$ cat src/rtl/decode_pipe_stage_if.sv
// Fetch/writeback/execute-facing bus of the decode stage. CNT_W must match the
// stage's CNT_W. The stage itself takes the slave view.
interface decode_pipe_stage_if #(
  parameter int CNT_W = 32
);
  logic              id_flush;
  logic              in_valid;
  logic              in_ready;
  logic [31:0]       instruction_in;
  logic              reg_file_wr_en;
  logic [4:0]        reg_file_wr_addr;
  logic [31:0]       reg_file_wr_data;
  logic              out_valid;
  logic              out_ready;
  logic [31:0]       op1, op2;
  logic [4:0]        rs1, rs2, rd;
  logic [31:0]       immediate;
  logic [6:0]        func7;
  logic [2:0]        func3;
  logic              alu_src, invalid_inst, m_type_inst, s_type_inst, wb_load, wb_reg_file;
  logic [8:0]        decoded_instruction;
  logic [CNT_W-1:0]  hazard_stall_cnt, flush_cnt;

  modport master (
    output id_flush, in_valid, instruction_in, reg_file_wr_en, reg_file_wr_addr,
           reg_file_wr_data, out_ready,
    input  in_ready, out_valid, op1, op2, rs1, rs2, rd, immediate, func7, func3,
           alu_src, invalid_inst, m_type_inst, s_type_inst, wb_load, wb_reg_file,
           decoded_instruction, hazard_stall_cnt, flush_cnt
  );

  modport slave (
    input  id_flush, in_valid, instruction_in, reg_file_wr_en, reg_file_wr_addr,
           reg_file_wr_data, out_ready,
    output in_ready, out_valid, op1, op2, rs1, rs2, rd, immediate, func7, func3,
           alu_src, invalid_inst, m_type_inst, s_type_inst, wb_load, wb_reg_file,
           decoded_instruction, hazard_stall_cnt, flush_cnt
  );
endinterface

$ cat src/rtl/decode_pipe_stage.sv
// Registered RV32I/RV32E decode stage: regfile with write-through bypass, one-entry
// ID/EX register, load-use bubbling, flush, and saturating stall/flush counters.
module decode_pipe_stage #(
  parameter int NUM_REGS  = 32,
  parameter bit BYPASS_EN = 1'b1,
  parameter bit HAZARD_EN = 1'b1,
  parameter int CNT_W     = 32
) (
  input logic           clk,
  input logic           rst,
  decode_pipe_stage_if.slave bus
);
  localparam int RA = $clog2(NUM_REGS);

  typedef struct packed {
    logic [31:0] op1, op2;
    logic [4:0]  rs1, rs2, rd;
    logic [31:0] imm;
    logic [6:0]  func7;
    logic [2:0]  func3;
    logic        alu_src, invalid_inst, m_type, s_type, wb_load, wb_reg_file;
    logic [8:0]  dec;
  } bundle_t;

  logic [NUM_REGS-1:0][31:0] rf;
  bundle_t                   q, d;
  logic                      out_valid;
  logic [CNT_W-1:0]          hz_cnt, fl_cnt;

  logic [31:0] ins, imm_c, op1_c, op2_c;
  logic [6:0]  opc;
  logic [4:0]  rs1, rs2, rd;
  logic is_r, is_i, is_s, is_ld, is_u, is_b, is_j, is_auipc, is_jalr;
  logic rs1_used, rs2_used, rd_used, oob, known, hazard, advance;

  assign ins = bus.instruction_in;
  assign opc = ins[6:0];
  assign rs1 = ins[19:15];
  assign rs2 = ins[24:20];
  assign rd  = ins[11:7];

  assign is_r     = (opc == 7'b0110011);
  assign is_i     = (opc == 7'b0010011);
  assign is_s     = (opc == 7'b0100011);
  assign is_ld    = (opc == 7'b0000011);
  assign is_u     = (opc == 7'b0110111);
  assign is_b     = (opc == 7'b1100011);
  assign is_j     = (opc == 7'b1101111);
  assign is_auipc = (opc == 7'b0010111);
  assign is_jalr  = (opc == 7'b1100111);
  assign known    = is_r | is_i | is_s | is_ld | is_u | is_b | is_j | is_auipc | is_jalr;

  assign rs1_used = is_r | is_i | is_s | is_ld | is_b | is_jalr;
  assign rs2_used = is_r | is_s | is_b;
  assign rd_used  = is_r | is_i | is_ld | is_u | is_j | is_auipc | is_jalr;

  // RV32E: only register fields the instruction actually uses are range-checked
  assign oob = (NUM_REGS < 32) &&
               ((rs1_used && int'(rs1) >= NUM_REGS) ||
                (rs2_used && int'(rs2) >= NUM_REGS) ||
                (rd_used  && int'(rd)  >= NUM_REGS));

  always_comb begin
    imm_c = '0;
    if (is_i | is_ld | is_jalr) imm_c = {{20{ins[31]}}, ins[31:20]};
    else if (is_s)              imm_c = {{20{ins[31]}}, ins[31:25], ins[11:7]};
    else if (is_b)              imm_c = {{19{ins[31]}}, ins[31], ins[7], ins[30:25], ins[11:8], 1'b0};
    else if (is_u | is_auipc)   imm_c = {ins[31:12], 12'b0};
    else if (is_j)              imm_c = {{11{ins[31]}}, ins[31], ins[19:12], ins[20], ins[30:21], 1'b0};
  end

  // Register read with x0 forced to zero and optional same-cycle write forwarding
  always_comb begin
    op1_c = '0;
    op2_c = '0;
    if (rs1 != 5'd0 && int'(rs1) < NUM_REGS) op1_c = rf[rs1[RA-1:0]];
    if (rs2 != 5'd0 && int'(rs2) < NUM_REGS) op2_c = rf[rs2[RA-1:0]];
    if (BYPASS_EN && bus.reg_file_wr_en && bus.reg_file_wr_addr != 5'd0) begin
      if (bus.reg_file_wr_addr == rs1) op1_c = bus.reg_file_wr_data;
      if (bus.reg_file_wr_addr == rs2) op2_c = bus.reg_file_wr_data;
    end
  end

  always_comb begin
    d              = '0;
    d.op1          = op1_c;
    d.op2          = op2_c;
    d.rs1          = rs1;
    d.rs2          = rs2;
    d.rd           = rd;
    d.imm          = imm_c;
    d.func7        = ins[31:25];
    d.func3        = ins[14:12];
    d.alu_src      = is_i | is_s | is_ld | is_u | is_auipc | is_jalr;
    d.invalid_inst = ~known | oob;
    d.m_type       = is_r & (ins[31:25] == 7'b0000001);
    d.s_type       = is_s;
    d.wb_load      = is_ld;
    d.wb_reg_file  = rd_used;
    d.dec          = {is_r, is_i, is_s, is_ld, is_u, is_b, is_j, is_auipc, is_jalr};
  end

  assign hazard  = HAZARD_EN && out_valid && q.wb_load && (q.rd != 5'd0) &&
                   ((rs1_used && rs1 == q.rd) || (rs2_used && rs2 == q.rd));
  assign advance = ~out_valid | bus.out_ready;

  always_ff @(posedge clk or negedge rst) begin
    if (!rst) begin
      rf <= '0;
    end else if (bus.reg_file_wr_en && bus.reg_file_wr_addr != 5'd0 &&
                 int'(bus.reg_file_wr_addr) < NUM_REGS) begin
      rf[bus.reg_file_wr_addr[RA-1:0]] <= bus.reg_file_wr_data;
    end
  end

  always_ff @(posedge clk or negedge rst) begin
    if (!rst) begin
      out_valid <= 1'b0;
      q         <= '0;
      hz_cnt    <= '0;
      fl_cnt    <= '0;
    end else begin
      if (bus.id_flush)                    out_valid <= 1'b0;
      else if (advance && hazard)          out_valid <= 1'b0;
      else if (advance && bus.in_valid) begin
        out_valid <= 1'b1;
        q         <= d;
      end else if (advance)                out_valid <= 1'b0;
      if (bus.id_flush && !(&fl_cnt))                       fl_cnt <= fl_cnt + 1'b1;
      if (!bus.id_flush && advance && hazard && !(&hz_cnt)) hz_cnt <= hz_cnt + 1'b1;
    end
  end

  assign bus.in_ready            = bus.id_flush | (advance & ~hazard);
  assign bus.out_valid           = out_valid;
  assign bus.op1                 = q.op1;
  assign bus.op2                 = q.op2;
  assign bus.rs1                 = q.rs1;
  assign bus.rs2                 = q.rs2;
  assign bus.rd                  = q.rd;
  assign bus.immediate           = q.imm;
  assign bus.func7               = q.func7;
  assign bus.func3               = q.func3;
  assign bus.alu_src             = q.alu_src;
  assign bus.invalid_inst        = q.invalid_inst;
  assign bus.m_type_inst         = q.m_type;
  assign bus.s_type_inst         = q.s_type;
  assign bus.wb_load             = q.wb_load;
  assign bus.wb_reg_file         = q.wb_reg_file;
  assign bus.decoded_instruction = q.dec;
  assign bus.hazard_stall_cnt    = hz_cnt;
  assign bus.flush_cnt           = fl_cnt;
endmodule
$ cat src/flat_wrapper.sv
// flat-port wrapper written by rule: the top's interface ports become plain ports
module decode_pipe_stage_flat 
#(
  parameter int NUM_REGS  = 32,
  parameter bit BYPASS_EN = 1'b1,
  parameter bit HAZARD_EN = 1'b1,
  parameter int CNT_W     = 32
)
  (clk, rst, bus_id_flush, bus_in_valid, bus_instruction_in, bus_reg_file_wr_en, bus_reg_file_wr_addr, bus_reg_file_wr_data, bus_out_ready, bus_in_ready, bus_out_valid, bus_op1, bus_op2, bus_rs1, bus_rs2, bus_rd, bus_immediate, bus_func7, bus_func3, bus_alu_src, bus_invalid_inst, bus_m_type_inst, bus_s_type_inst, bus_wb_load, bus_wb_reg_file, bus_decoded_instruction, bus_hazard_stall_cnt, bus_flush_cnt);
  decode_pipe_stage_if #(.CNT_W(CNT_W)) bus_i ();
  input logic clk;
  input logic rst;
  input wire logic [$bits(bus_i.id_flush)-1:0] bus_id_flush;
  input wire logic [$bits(bus_i.in_valid)-1:0] bus_in_valid;
  input wire logic [$bits(bus_i.instruction_in)-1:0] bus_instruction_in;
  input wire logic [$bits(bus_i.reg_file_wr_en)-1:0] bus_reg_file_wr_en;
  input wire logic [$bits(bus_i.reg_file_wr_addr)-1:0] bus_reg_file_wr_addr;
  input wire logic [$bits(bus_i.reg_file_wr_data)-1:0] bus_reg_file_wr_data;
  input wire logic [$bits(bus_i.out_ready)-1:0] bus_out_ready;
  output wire logic [$bits(bus_i.in_ready)-1:0] bus_in_ready;
  output wire logic [$bits(bus_i.out_valid)-1:0] bus_out_valid;
  output wire logic [$bits(bus_i.op1)-1:0] bus_op1;
  output wire logic [$bits(bus_i.op2)-1:0] bus_op2;
  output wire logic [$bits(bus_i.rs1)-1:0] bus_rs1;
  output wire logic [$bits(bus_i.rs2)-1:0] bus_rs2;
  output wire logic [$bits(bus_i.rd)-1:0] bus_rd;
  output wire logic [$bits(bus_i.immediate)-1:0] bus_immediate;
  output wire logic [$bits(bus_i.func7)-1:0] bus_func7;
  output wire logic [$bits(bus_i.func3)-1:0] bus_func3;
  output wire logic [$bits(bus_i.alu_src)-1:0] bus_alu_src;
  output wire logic [$bits(bus_i.invalid_inst)-1:0] bus_invalid_inst;
  output wire logic [$bits(bus_i.m_type_inst)-1:0] bus_m_type_inst;
  output wire logic [$bits(bus_i.s_type_inst)-1:0] bus_s_type_inst;
  output wire logic [$bits(bus_i.wb_load)-1:0] bus_wb_load;
  output wire logic [$bits(bus_i.wb_reg_file)-1:0] bus_wb_reg_file;
  output wire logic [$bits(bus_i.decoded_instruction)-1:0] bus_decoded_instruction;
  output wire logic [$bits(bus_i.hazard_stall_cnt)-1:0] bus_hazard_stall_cnt;
  output wire logic [$bits(bus_i.flush_cnt)-1:0] bus_flush_cnt;
  assign bus_i.id_flush = bus_id_flush;
  assign bus_i.in_valid = bus_in_valid;
  assign bus_i.instruction_in = bus_instruction_in;
  assign bus_i.reg_file_wr_en = bus_reg_file_wr_en;
  assign bus_i.reg_file_wr_addr = bus_reg_file_wr_addr;
  assign bus_i.reg_file_wr_data = bus_reg_file_wr_data;
  assign bus_i.out_ready = bus_out_ready;
  assign bus_in_ready = bus_i.in_ready;
  assign bus_out_valid = bus_i.out_valid;
  assign bus_op1 = bus_i.op1;
  assign bus_op2 = bus_i.op2;
  assign bus_rs1 = bus_i.rs1;
  assign bus_rs2 = bus_i.rs2;
  assign bus_rd = bus_i.rd;
  assign bus_immediate = bus_i.immediate;
  assign bus_func7 = bus_i.func7;
  assign bus_func3 = bus_i.func3;
  assign bus_alu_src = bus_i.alu_src;
  assign bus_invalid_inst = bus_i.invalid_inst;
  assign bus_m_type_inst = bus_i.m_type_inst;
  assign bus_s_type_inst = bus_i.s_type_inst;
  assign bus_wb_load = bus_i.wb_load;
  assign bus_wb_reg_file = bus_i.wb_reg_file;
  assign bus_decoded_instruction = bus_i.decoded_instruction;
  assign bus_hazard_stall_cnt = bus_i.hazard_stall_cnt;
  assign bus_flush_cnt = bus_i.flush_cnt;
  decode_pipe_stage #(.NUM_REGS(NUM_REGS), .BYPASS_EN(BYPASS_EN), .HAZARD_EN(HAZARD_EN), .CNT_W(CNT_W)) u_core (.clk(clk), .rst(rst), .bus(bus_i));
endmodule
$ cat config.mk
export PLATFORM = sky130hd
export DESIGN_NAME = decode_pipe_stage_flat
export DESIGN_NICKNAME = d
export VERILOG_FILES = /design/src/rtl/decode_pipe_stage_if.sv /design/src/rtl/decode_pipe_stage.sv /design/src/flat_wrapper.sv
export SDC_FILE = /design/constraint.sdc
export NUM_CORES = 2
export LEC_CHECK = 0
export BUFFER_PORTS_ARGS = -buffer_cell sky130_fd_sc_hd__buf_2
export CORE_MARGIN = 1
export CORE_UTILIZATION = 40
export DETAILED_ROUTE_END_ITERATION = 8
export PLACE_DENSITY = 0.68
export SLEW_MARGIN = 0
export SYNTH_ARGS = -nofsm -noshare
export SYNTH_HDL_FRONTEND = slang
export SYNTH_SLANG_ARGS = --single-unit
$ cat constraint.sdc
create_clock -name clk -period 6.08 [get_ports clk]
set_input_delay 0.608 -clock clk [delete_from_list [all_inputs] [get_ports clk]]
set_output_delay 0.608 -clock clk [all_outputs]
set_load 0.03 [all_outputs]
== After elaboration in Yosys (flattened, before gate mapping) ==
Index checks and enable logic that the tools add are counted.
Widths: inputs -> output; s select.
Cells by class
  add/sub/neg operators: 2
  magnitude comparators: 4
  eq/ne operators: 14
  muxes and demuxes: 22
  bitwise gates (word level): 34
  reduce and logical (&&, ||, !) cells: 25
Operator list (count)
  $bwmux 1024: 1
  $mux 32: 14
  $bmux 32 s5: 2
  $demux 32 s5: 1
  $add 32x1->32 const B: 2
  $reduce_and 32->1: 2
  $or 1x1->1: 27
  $eq 7x6->1 const B: 3
  $eq 7x7->1 const B: 3
  $eq 5x5->1: 4
  $reduce_bool 5->1: 4
  $lt 5x6->1 const B: 3
  $eq 7x5->1 const B: 2
  $logic_and 1x1->1: 13
  $eq 7x1->1 const B: 1
  $eq 7x2->1 const B: 1
  $ge 5x1->1 const B: 1
  $not 1->1: 5
  $mux 1: 4
  $reduce_bool 4->1: 1
  $logic_not 1->1: 3
  $reduce_and 3->1: 1
  $and 1x1->1: 2
  $logic_or 1x1->1: 1
Word-level totals
  flip-flop bits (word level): 1225
  input port bits: 75
  logic and storage cells: 151

== Logic depth before layout (Yosys ltp) ==
  depth after elaboration: 12
  depth in mapped cells: 11
  gate-level depth less buffers: 8

== Least setup slack after synthesis ==
OpenSTA, ideal clock, no wires.
  kind: input-to-reg
  from: in bus_instruction_in[15]
  to: reg u_core.q (netlist bit u_core.bus.op1[28])
  library setup time: 130 ps
  data arrival time: 2421 ps
  data required time: 5950 ps
  path slack: 3529 ps
  stages: 9
  path buffers: 4
  cells stage by stage: buf_4 > buf_4 > buf_4 > buf_2 > mux4_2 > mux2i_1 > o22ai_1 > o31ai_1 > a21oi_1
On the way
  word-level cells in the longest chain between the ends: 7
Ends and longest elaborated chain
  start, declared: RTL line flat_wrapper.sv:15  | input wire logic [$bits(bus_i.instruction_in)-1:0] bus_instruction_in;
  branches (longest 7 deep; another with $bmux 32 s5)
  end signal, assigned: RTL line decode_pipe_stage.sv:119  | q <= '0;
  end signal, assigned: RTL line decode_pipe_stage.sv:127  | q <= d;
  end, declared: RTL line decode_pipe_stage.sv:26  | bundle_t q, d;
Several ways; the timed one is not identified. The select of a mux whose other input is x is not followed.
A chain may end at the register's enable or synchronous reset.

== Worst setup path in the final report ==
  from: reg u_core.q (netlist bit u_core.bus.rd[0])
  to: reg u_core.q (netlist bit u_core.bus.op1[15])
On the way
  word-level cells in the longest chain between the ends: 7
Ends and longest elaborated chain
  $eq 5x5->1: RTL line decode_pipe_stage.sv:104  | ((rs1_used && rs1 == q.rd) || (rs2_used && rs2 == q.rd));
  $logic_and 1x1->1: RTL line decode_pipe_stage.sv:104
  $logic_or 1x1->1: RTL line decode_pipe_stage.sv:104
  $logic_and 1x1->1 (*): RTL line decode_pipe_stage.sv:103  | assign hazard = HAZARD_EN && out_valid && q.wb_load && (q.rd != 5'd0) &&
  $logic_and 1x1->1 (*): RTL line decode_pipe_stage.sv:124  | else if (advance && hazard) out_valid <= 1'b0;
  $not 1->1 (no line) (*)
  $reduce_and 3->1 (no line) (*)
Mark *: on every way between the ends. The rest lies on a longest branch, timed or not.

==> metrics <==
Post-synth top flop dfrtp_1; Fillers 13500; hold crit path type primary input to flip-flop; vias in the first global route 42000; reg2reg setup slack 2.62 ns; DP Wirelength 115000 um; worst slew pin tran 1.43 ns; GR Util All Layers 25.0%; fin util 45.3%; Startpoint Class flip-flop; Die H 397 um; drt drc 0; die area 0.158 mm^2; top achievable clock speed 289 MHz; Max Root-Sink Buffers 3; Fin Setup TNS 0 ns; Worst-path clk slew 0.06 ns; core area 0.155 mm^2; Die X 397 um; Final Routed Wirelength 197000 um; RSZ-0062 raised after global routing no; TritonCTS clock tree built; most instantiated cells after synthesis 1223 x dfrtp_1, 992 x mux2_2, 504 x mux4_2; Site Rows 144; total power per unit cell area 334 mW/mm^2; end of the critical path u_core.bus.op1[15]; nets 4516; sequential share of the synthesized area 48.9%; dominant cell type by area after synthesis dfrtp_1; max-cap violations 0; Worst setup EP type flip-flop; leakage 30.4 nW; Async SR Flop Fraction 100%; H-Tree Depth 4; skew final 0.0311 ns; most common cell in the synthesized netlist dfrtp_1; Vias 41600; Post-Synthesis Cell Area 0.0625 mm^2; Syn Inst Count 4399; Setup Crit Path Kind flip-flop to flip-flop; Final GP Congestion 0.847; minimum clock period 3.46 ns; synthesis warning total 0; # IOs 277; Vias per Instance 6.32; Final Non-Filler Cells 6583; hold_sp bus_instruction_in[12]; Required @ worst endpoint 6.70 ns; final period utilization 56.9%; post-synth top area share 48.9%; total grt overflow 0; CP Launch Point u_core.bus.rd[0]; reg2reg path depth 8; Detail Route Antenna Nets 0; Initial Util 40.4%; DR pass1 iterations 5; worst vdd rail ir drop 0.237 mV; initial antenna violation count 10; end of the worst register-to-register path u_core.bus.op1[15]; CTS resizes 0; Num Clock Sinks 1223; Max FO, Critical Path 58; share of cells above drive strength 1 46.7%; status complete, no violations; CTS Buf Count 131; Fin. Hold Viols 0; I/O Buffers 276; Synth Net Count 4476; first-pass GRT wire length 292000 um; syn avg cell area 14.2 um^2; synth top area cells dfrtp_1 49%, mux4_2 18%, mux2_2 18%, clkbuf_1 1.7%, mux2i_1 1.4%; clock root cell clkbuf_16; number of synthesized flops with an enable pin 0; area delta synth->final 12.0%; post-CTS setup buffers 0; Setup Viol. Count Final 0; Routed WL per cell 30.0 um; placed cells 6349; Yosys cell types 64; 1st-iter DRT viols 4281; Critical Path AT 4.07 ns; Slew HR 4.20%; largest net degree at the start of global routing 173; pins over their slew limit 0; clk_lat worst skew 0.78 ns; register bit total from synthesis 1223; RR Startpoint u_core.bus.rd[0]
==> sequential cells by signal (all words and copies together) (netlist names) <==
| name | cells |
|---|---|
| u_core.bus.flush_cnt | 32 |
| u_core.bus.rs1 | 5 |
| u_core.bus.op2 | 32 |
| u_core.bus.immediate | 32 |
| u_core.bus.op1 | 32 |
| u_core.bus.m_type_inst | 1 |
| u_core.rf | 1024 |
| u_core.bus.wb_reg_file | 1 |
| u_core.bus.out_valid | 1 |
| u_core.bus.func7 | 7 |
| u_core.bus.alu_src | 1 |
| u_core.bus.rs2 | 5 |
| u_core.bus.hazard_stall_cnt | 32 |
| u_core.bus.decoded_instruction | 9 |
| u_core.bus.func3 | 3 |
| u_core.bus.rd | 5 |
| u_core.bus.invalid_inst | 1 |
==> layout make-up <==
cell class / instances / area, um^2 / share of cell area [%]
flip-flops and latches: 1223 / 30600 / 43.7
multi-input cells: 2706 / 30200 / 43.1
clock buffers: 198 / 3980 / 5.68
well taps: 2044 / 2560 / 3.65
repair buffers: 368 / 2300 / 3.29
clock inverters: 31 / 335 / 0.479
inverters: 9 / 33.8 / 0.0482
diodes: 4 / 10.0 / 0.0143
==> layout by cell type (no fill, tap or decap), types with 17 or more instances in the layout <==
cell type  count
a211o_1       28
nor2_1       120
clkbuf_8      26
mux2i_1       85
a21oi_1       65
nand4_1       18
nand2_2       17
clkbuf_1      32
a32oi_1       60
dfrtp_1     1223
clkbuf_16    140
clkinv_2      18
nor3_1        50
xor2_1        42
xnor2_1       37
buf_4         78
buf_2        269
a22oi_1       34
o22ai_1      121
nand3_1       33
nor2_4        19
mux2_2       992
mux4_2       504
o21ai_0       65
nand2_1      204
a211oi_1      29
nor2b_1       66
==> through the flow <==
stage                     instance area [um^2]  hold WS, ns  power (mW)  worst slack (ns)
after floorplan                          62500        0.312        13.9              3.53
after global placement                   65700        0.376        15.2              2.15
after detailed placement                 65700        0.383        15.4              2.15
after CTS                                70000       0.0185        23.5              2.75
after global routing                     70000       0.0603        24.3              2.47
final                                    70000       0.0644        23.4              2.62
==> cell families after synthesis <==
group                    synth area share [%]
multiplexers                             37.4
XOR/XNOR                                 1.13
AND/OR/NAND/NOR                          4.57
flip-flops                               48.9
buffers and inverters                    3.15
adder cells (fa/ha/maj)                0.0400
AO/OA/AOI/OAI                            4.71
==> layer usage <==
layer	global-route usage, %	vias to the layer above	wire length, um
met5	0	-	47
met4	9.78	6	7600
met3	5.68	432	16900
met2	39.3	1959	93500
met1	33.6	22400	79300
li1	-	16800	-
==> worst max-delay path, cell delays in order (launching register included) <==
cell and delay, ns:
dfrtp_1 0.47, or4_1 0.54, nor2_1 0.11, nor4bb_1 0.08
o21ai_0 0.23, nand3_4 0.62, buf_4 0.49, a221oi_1 0.65
nor2_1 0.10
==> worst min path at each step <==
stage,cells after the start,endpoint
2_1_floorplan,0,u_core.bus.alu_src
3_3_place_gp,0,u_core.rf[14]
3_5_place_dp,0,u_core.rf[14]
4_1_cts,3,u_core.bus.func3[0]
5_1_grt,3,u_core.bus.rd[1]
6_report,3,u_core.bus.func3[0]
==> where the power goes <==
group          leakage, nW  switching (mW)  internal (mW)
Combinational         12.5            2.03           2.55
Clock                 2.13            3.35           4.76
Sequential            15.7            1.10           9.58
==> repair_timing <==
item / 4_1_cts / 5_1_grt
setup endpoints to repair: 0 / 0
endpoints found under the hold margin: 138 / 0
hold buffers: 1 / 0
Power figures use the tool's default switching activity.
